--- src/rtl/cache_lookup_ctrl_if.sv ---
// CPU-side and memory-side signals of the cache lookup controller.
// The controller attaches through the slave modport; the requester/memory
// side (CPU, memory model, output register) attaches through master.
interface cache_lookup_ctrl_if;
    // CPU request side
    logic        req_i;
    logic [31:0] address_i;
    logic        flush_i;
    logic        ready_o;
    // Memory refill side
    logic        mem_req_o;
    logic [31:0] mem_addr_o;
    logic        mem_rvalid_i;
    logic [31:0] mem_rdata_i;
    // Result beat towards the output register
    logic        enable_no;
    logic        hit_o;
    logic [31:0] address_o;
    logic [31:0] data_o;

    modport slave (
        input  req_i,
        input  address_i,
        input  flush_i,
        output ready_o,
        output mem_req_o,
        output mem_addr_o,
        input  mem_rvalid_i,
        input  mem_rdata_i,
        output enable_no,
        output hit_o,
        output address_o,
        output data_o
    );

    modport master (
        output req_i,
        output address_i,
        output flush_i,
        input  ready_o,
        input  mem_req_o,
        input  mem_addr_o,
        output mem_rvalid_i,
        output mem_rdata_i,
        input  enable_no,
        input  hit_o,
        input  address_o,
        input  data_o
    );
endinterface

--- src/rtl/cache_lookup_ctrl.sv ---
// Direct-mapped, read-only cache lookup and refill controller.
// Accepts one CPU read at a time, checks tag/valid, refills a missing line
// word by word from memory and emits one result beat per request.
//
// Handshakes:
//   CPU:    req_i is taken only in a cycle where ready_o=1 (IDLE); otherwise
//           it is ignored, nothing is queued.
//   Memory: mem_req_o/mem_addr_o are held stable until a cycle with
//           mem_rvalid_i=1, which completes that word. mem_req_o then drops
//           for one cycle before the next word address is requested, so at
//           most one word is ever outstanding. mem_rvalid_i is ignored unless
//           a request is being driven.
//   Result: enable_no is low for exactly one cycle per request; hit_o,
//           address_o and data_o are valid then and hold until the next beat.
module cache_lookup_ctrl #(
    parameter int NUM_LINES      = 16,
    parameter int WORDS_PER_LINE = 4
) (
    input  logic                 clk_i,
    input  logic                 rst_i,
    cache_lookup_ctrl_if.slave   bus,
    output logic [1:0]           state_o
);

    localparam int IDX_W = $clog2(NUM_LINES);
    localparam int OFF_W = $clog2(WORDS_PER_LINE);
    localparam int TAG_W = 32 - IDX_W - OFF_W - 2;

    typedef enum logic [1:0] {
        S_IDLE    = 2'd0,
        S_LOOKUP  = 2'd1,
        S_REFILL  = 2'd2,
        S_RESPOND = 2'd3
    } state_t;

    state_t               state_q, state_d;
    logic [31:0]          addr_q, addr_d;
    logic [OFF_W-1:0]     cnt_q, cnt_d;
    logic                 gap_q, gap_d;
    logic [NUM_LINES-1:0] valid_q, valid_d;
    logic                 hit_q, hit_d;
    logic [31:0]          resp_addr_q, resp_addr_d;
    logic [31:0]          data_q, data_d;

    // Line storage, deliberately not reset; only the valid bits are.
    logic [31:0]          data_arr [NUM_LINES][WORDS_PER_LINE];
    logic [TAG_W-1:0]     tag_arr  [NUM_LINES];

    logic [TAG_W-1:0]     addr_tag;
    logic [IDX_W-1:0]     addr_idx;
    logic [OFF_W-1:0]     addr_off;
    logic                 lookup_hit;
    logic [31:0]          lookup_data;
    logic                 beat_accept;
    logic                 last_beat;
    logic                 data_we;
    logic                 tag_we;

    // Field split of the captured request address and array read-out.
    always_comb begin
        addr_tag    = addr_q[31 -: TAG_W];
        addr_idx    = addr_q[IDX_W+OFF_W+1 : OFF_W+2];
        addr_off    = addr_q[OFF_W+1 : 2];
        lookup_data = data_arr[addr_idx][addr_off];
        lookup_hit  = valid_q[addr_idx] && (tag_arr[addr_idx] == addr_tag);
        beat_accept = (state_q == S_REFILL) && !gap_q && bus.mem_rvalid_i;
        last_beat   = beat_accept && (cnt_q == OFF_W'(WORDS_PER_LINE - 1));
        data_we     = beat_accept;
        tag_we      = last_beat;
    end

    // State register.
    always_ff @(posedge clk_i or posedge rst_i) begin
        if (rst_i) begin
            state_q <= S_IDLE;
        end else begin
            state_q <= state_d;
        end
    end

    // Next-state logic.
    always_comb begin
        state_d = state_q;
        case (state_q)
            S_IDLE:    if (bus.req_i) state_d = S_LOOKUP;
            S_LOOKUP:  state_d = lookup_hit ? S_RESPOND : S_REFILL;
            S_REFILL:  if (last_beat) state_d = S_RESPOND;
            S_RESPOND: state_d = S_IDLE;
            default:   state_d = S_IDLE;
        endcase
    end

    // FSM-driven outputs; the memory address is only meaningful in REFILL.
    always_comb begin
        bus.ready_o    = (state_q == S_IDLE);
        bus.mem_req_o  = (state_q == S_REFILL) && !gap_q;
        bus.mem_addr_o = (state_q == S_REFILL) ? {addr_tag, addr_idx, cnt_q, 2'b00} : 32'h0;
        bus.enable_no  = (state_q != S_RESPOND);
        bus.hit_o      = hit_q;
        bus.address_o  = resp_addr_q;
        bus.data_o     = data_q;
        state_o        = state_q;
    end

    // Datapath next values: request capture, word counter, valid bits, result.
    always_comb begin
        addr_d      = addr_q;
        cnt_d       = cnt_q;
        gap_d       = 1'b0;
        valid_d     = valid_q;
        hit_d       = hit_q;
        resp_addr_d = resp_addr_q;
        data_d      = data_q;

        if ((state_q == S_IDLE) && bus.req_i) begin
            addr_d = bus.address_i;
        end

        if (state_q == S_LOOKUP) begin
            cnt_d = '0;
            if (lookup_hit) begin
                hit_d       = 1'b1;
                resp_addr_d = addr_q;
                data_d      = lookup_data;
            end
        end

        if (beat_accept) begin
            cnt_d = cnt_q + OFF_W'(1);
            // Drop the request for one cycle between consecutive words.
            gap_d = !last_beat;
        end

        if (last_beat) begin
            valid_d[addr_idx] = 1'b1;
            hit_d             = 1'b0;
            resp_addr_d       = addr_q;
            // The requested word may be the one arriving right now.
            data_d            = (addr_off == cnt_q) ? bus.mem_rdata_i : lookup_data;
        end

        // Flush wins over a refill completing in the same cycle.
        if (bus.flush_i) begin
            valid_d = '0;
        end
    end

    // Datapath registers.
    always_ff @(posedge clk_i or posedge rst_i) begin
        if (rst_i) begin
            addr_q      <= 32'h0;
            cnt_q       <= '0;
            gap_q       <= 1'b0;
            valid_q     <= '0;
            hit_q       <= 1'b0;
            resp_addr_q <= 32'h0;
            data_q      <= 32'h0;
        end else begin
            addr_q      <= addr_d;
            cnt_q       <= cnt_d;
            gap_q       <= gap_d;
            valid_q     <= valid_d;
            hit_q       <= hit_d;
            resp_addr_q <= resp_addr_d;
            data_q      <= data_d;
        end
    end

    // Line storage writes: one data word per refill beat, tag on the last one.
    always_ff @(posedge clk_i) begin
        if (data_we) begin
            data_arr[addr_idx][cnt_q] <= bus.mem_rdata_i;
        end
        if (tag_we) begin
            tag_arr[addr_idx] <= addr_tag;
        end
    end

endmodule
--- src/flat_wrapper.sv ---
// flat-port wrapper written by rule: the top's interface ports become plain ports
module cache_lookup_ctrl_flat 
#(
    parameter int NUM_LINES      = 16,
    parameter int WORDS_PER_LINE = 4
)
  (clk_i, rst_i, state_o, bus_req_i, bus_address_i, bus_flush_i, bus_ready_o, bus_mem_req_o, bus_mem_addr_o, bus_mem_rvalid_i, bus_mem_rdata_i, bus_enable_no, bus_hit_o, bus_address_o, bus_data_o);
  cache_lookup_ctrl_if bus_i ();
  input  logic clk_i;
  input  logic rst_i;
  output logic [1:0] state_o;
  input wire logic [$bits(bus_i.req_i)-1:0] bus_req_i;
  input wire logic [$bits(bus_i.address_i)-1:0] bus_address_i;
  input wire logic [$bits(bus_i.flush_i)-1:0] bus_flush_i;
  output wire logic [$bits(bus_i.ready_o)-1:0] bus_ready_o;
  output wire logic [$bits(bus_i.mem_req_o)-1:0] bus_mem_req_o;
  output wire logic [$bits(bus_i.mem_addr_o)-1:0] bus_mem_addr_o;
  input wire logic [$bits(bus_i.mem_rvalid_i)-1:0] bus_mem_rvalid_i;
  input wire logic [$bits(bus_i.mem_rdata_i)-1:0] bus_mem_rdata_i;
  output wire logic [$bits(bus_i.enable_no)-1:0] bus_enable_no;
  output wire logic [$bits(bus_i.hit_o)-1:0] bus_hit_o;
  output wire logic [$bits(bus_i.address_o)-1:0] bus_address_o;
  output wire logic [$bits(bus_i.data_o)-1:0] bus_data_o;
  assign bus_i.req_i = bus_req_i;
  assign bus_i.address_i = bus_address_i;
  assign bus_i.flush_i = bus_flush_i;
  assign bus_ready_o = bus_i.ready_o;
  assign bus_mem_req_o = bus_i.mem_req_o;
  assign bus_mem_addr_o = bus_i.mem_addr_o;
  assign bus_i.mem_rvalid_i = bus_mem_rvalid_i;
  assign bus_i.mem_rdata_i = bus_mem_rdata_i;
  assign bus_enable_no = bus_i.enable_no;
  assign bus_hit_o = bus_i.hit_o;
  assign bus_address_o = bus_i.address_o;
  assign bus_data_o = bus_i.data_o;
  cache_lookup_ctrl #(.NUM_LINES(NUM_LINES), .WORDS_PER_LINE(WORDS_PER_LINE)) u_core (.clk_i(clk_i), .rst_i(rst_i), .bus(bus_i), .state_o(state_o));
endmodule
--- config.mk ---
export PLATFORM = sky130hd
export DESIGN_NAME = cache_lookup_ctrl_flat
export DESIGN_NICKNAME = d
export VERILOG_FILES = /design/src/rtl/cache_lookup_ctrl_if.sv /design/src/rtl/cache_lookup_ctrl.sv /design/src/flat_wrapper.sv
export SDC_FILE = /design/constraint.sdc
export NUM_CORES = 2
export LEC_CHECK = 0
export CAP_MARGIN = 20
export CORE_UTILIZATION = 49
export CTS_BUF_LIST = sky130_fd_sc_hd__clkbuf_16
export CTS_CLUSTER_SIZE = 24
export DETAILED_ROUTE_END_ITERATION = 6
export PLACE_DENSITY = 0.68
export REMOVE_ABC_BUFFERS = 1
export SKIP_CTS_REPAIR_TIMING = 1
export SLEW_MARGIN = 10
export SYNTH_ARGS = -nofsm -noshare
export SYNTH_HDL_FRONTEND = slang
export SYNTH_SLANG_ARGS = --single-unit
export TNS_END_PERCENT = 100
--- constraint.sdc ---
create_clock -name clk_i -period 8.6 [get_ports clk_i]
set_input_delay 2.15 -clock clk_i [delete_from_list [all_inputs] [get_ports clk_i]]
set_output_delay 2.15 -clock clk_i [all_outputs]
set_load 0.05 [all_outputs]
==> out/qor.yml <==
outcome:
  outcome: "complete, no violations"
placement:
  gp_congestion: 0.801
  placed_cell_area_sq_um: 104000
  io_buffers: 168
  place_inst: 7525
  pre_cts_ws_ps: 3250
  dp_hpwl_mm: 126
floorplanning:
  core_sq_um: 200000
  die_h_um: 450
  io_pins: 171
  row_count: 164
  initial_core_util: 0.493
  die_w_um: 450
  dieArea_sq_um: 203000
global_route:
  antenna_found_initial: 5
  overflow: 0
  grt_max_degree: 124
  grt_pass1_vias: 49392
  grt_use_total: 0.232
  grt_pass1_wl_mm: 343
sta:
  tns_ps: 0
  rsz0062_at_grt: "false"
  setup_ws_ps: 2880
  maxSlewHeadroom: 0.196
  skew_ps: 36.1
  slew_violations: 0
  max_freq_ghz: 0.175
  period_minus_slack_ps: 5720
  setup_viol: 0
  hold_viol_final: 0
  fin_crit_sh: 0.666
  tightestPinTransition_ps: 1210
setup_path:
  criticalPathCategory: "flop to primary output"
  required_ps: 6450
  r2r-end: "u_core.bus.data_o[13]"
  r2r_start: "u_core.addr_q[4]"
  cp.arrival_ps: 3570
  ff2ff_setup_slack_ps: 3490
  rr_worst_depth: 11
  end_kind: "primary output"
  crit_path_start_kind: "flop"
  cp_max_fo: 49
pwr:
  peakVddDrop_uv: 285
  p_leak_nw: 36.6
  p_per_area_nw_per_um2: 316
synthesis:
  synth_cells: 4811
  synth_top_area_frac: 0.742
  yosys_warnings: 0
  synthTopCellsByCount: "2432 x edfxtp_1, 456 x mux2i_1, 393 x mux4_2, 174 x a22oi_1, 133 x o22ai_1"
  synth-main-ff-cell: "edfxtp_1"
  synth-simple-area-share: 0.0180
  synth_compound_area_frac: 0.0399
  yosysMostFrequentCell: "edfxtp_1"
  synth_top_family_by_area: "multiplexers"
  synthAdderAreaFrac: 0.00102
  async_flop_share: 0.0463
  synth-edff-count: 2432
  syn_area_per_cell_sq_um: 20.5
  ys_ff_latch: 2550
  synthXorXnorAreaFrac: 0.00329
  yosys.area.top_type: "edfxtp_1"
  ys_seq_area_frac: 0.772
  synth_area_sq_um: 98400
  ys_types: 58
  synth.area.top_cells: "edfxtp_1 74%, mux4_2 9.0%, mux2i_1 4.6%"
  muxShareOfSynthArea: 0.151
final_layout:
  drive_above_1_share: 0.216
  fin_nets: 5200
  syn2layout_area_growth_pct: 13.8
  diodes: 0
  fin_util: 0.561
  n_fill_cell: 14716
  final_cells: 7993
  design_area_sq_um: 112000
hold_path:
  hold_depth: 2
  hold_path_end: "u_core.valid_q[10]"
  hold_start: "u_core.valid_q[10]"
  min_path_type: "flop to flop"
drt:
  drtIter0Drc: 5743
  vias: 49164
  drt_first_pass_iters: 5
  ant_nets: 0
  drc: 0
  wl_per_cell_um: 29.6
  viasPerCell: 6.15
  routed_wl_mm: 237
clock_tree:
  clkSinkCount: 2550
  cts_tree: "built"
  clk_pin_slew_ps: 60
  cts_buffers: 240
  cts_max_level: 4
  clk_root_buffer_cell: "clkbuf_16"
  clk_latency_ps: 860
  cts_buffer_depth: 3
job:
  max_cap_viol_count: 0
state kept, by name (all words and copies together) (netlist names):
name,cells
u_core.data_arr,2048
u_core.tag_arr,384
u_core.addr_q,32
u_core.bus.address_o,32
u_core.bus.data_o,32
u_core.valid_q,16
u_core.cnt_q,2
u_core.state_o,2
u_core.bus.hit_o,1
u_core.gap_q,1
layout make-up:
class	instances	area, sq um	area share
Clock inverter	215	1960	0.0175
Tap cell	2656	3320	0.0297
Clock buffer	241	6030	0.0539
Multi-Input combinational cell	1969	21400	0.192
Inverter	15	61.3	0.000548
Timing Repair Buffer	347	3140	0.0280
Sequential cell	2550	76000	0.679
metal layers:
layer | vias to the layer above | track usage | part of all wire
met4 | 2 | 0.0671 | 0.027
met5 | - | 0 | 0.000055
met2 | 2259 | 0.375 | 0.49
met3 | 361 | 0.0395 | 0.077
met1 | 25975 | 0.327 | 0.41
li1 | 20567 | - | -
cells in the final DEF (no fill, tap or decap), types with 6 or more instances in the layout:
cell type	synthesis	final
edfxtp_1	2432	2432
mux2i_1	456	456
mux4_2	393	393
clkbuf_16	0	241
a22oi_1	174	174
buf_4	19	157
clkdlybuf4s50_1	0	136
o22ai_1	133	133
dfrtp_1	118	112
nand2_1	108	107
a21oi_1	104	104
nor2_1	112	76
o21ai_0	74	74
a221oi_1	70	70
mux2_4	60	60
inv_1	13	56
clkinv_1	1	54
clkinv_2	0	48
mux2_2	42	42
nor2_4	0	36
nand3_1	40	35
nor4_1	34	34
buf_2	113	34
and2_1	33	32
nor3_2	0	32
bufinv_16	0	30
xnor2_1	24	24
clkinvlp_4	0	18
buf_12	6	14
xor2_1	13	13
nor2b_1	8	7
ha_1	8	7
inv_6	0	6
worst max-delay path by stage:
stage,from,endpoint,slack [ps],cells after the start
5_1_grt,u_core.addr_q[5],bus_mem_addr_o[5],2710,3
4_1_cts,u_core.addr_q[5],bus_mem_addr_o[5],2750,3
2_1_floorplan,u_core.addr_q[5],u_core.data_arr[7][0],-24660,2
3_3_place_gp,bus_mem_rvalid_i,u_core.data_arr[14][24],3320,6
3_5_place_dp,bus_mem_rvalid_i,u_core.data_arr[14][3],3250,6
6_report,u_core.addr_q[5],bus_mem_addr_o[5],2880,3
critical path: stages, from the launching register on:
cell and delay [ps]:
dfrtp_4 780, buf_4 730, and2_1 310, clkdlybuf4s50_1 820
per-stage QoR:
step                      hold WS, ps  power [mW]
after floorplan                   461        22.2
after global placement            473        24.9
after detailed placement          484        25.0
after CTS                         498        35.5
after global routing              510        36.6
final                             495        35.4
report_power, final:
group | switching, mW | internal (mW)
logic | 6.23 | 3.95
registers | 0.473 | 14.1
clock network | 4.61 | 6.01
kinds of logic (layout without fill, tap and decap cells):
kind of cell / count (synthesis) / in the layout
other: 1 / 2
flip-flops: 2550 / 2550
AND/OR/NAND/NOR: 380 / 380
adder cells (fa/ha/maj): 8 / 8
AO/OA/AOI/OAI: 589 / 589
XOR/XNOR: 37 / 37
multiplexers: 953 / 953
buffers and inverters: 293 / 818
(Power assumes the default switching activity.)
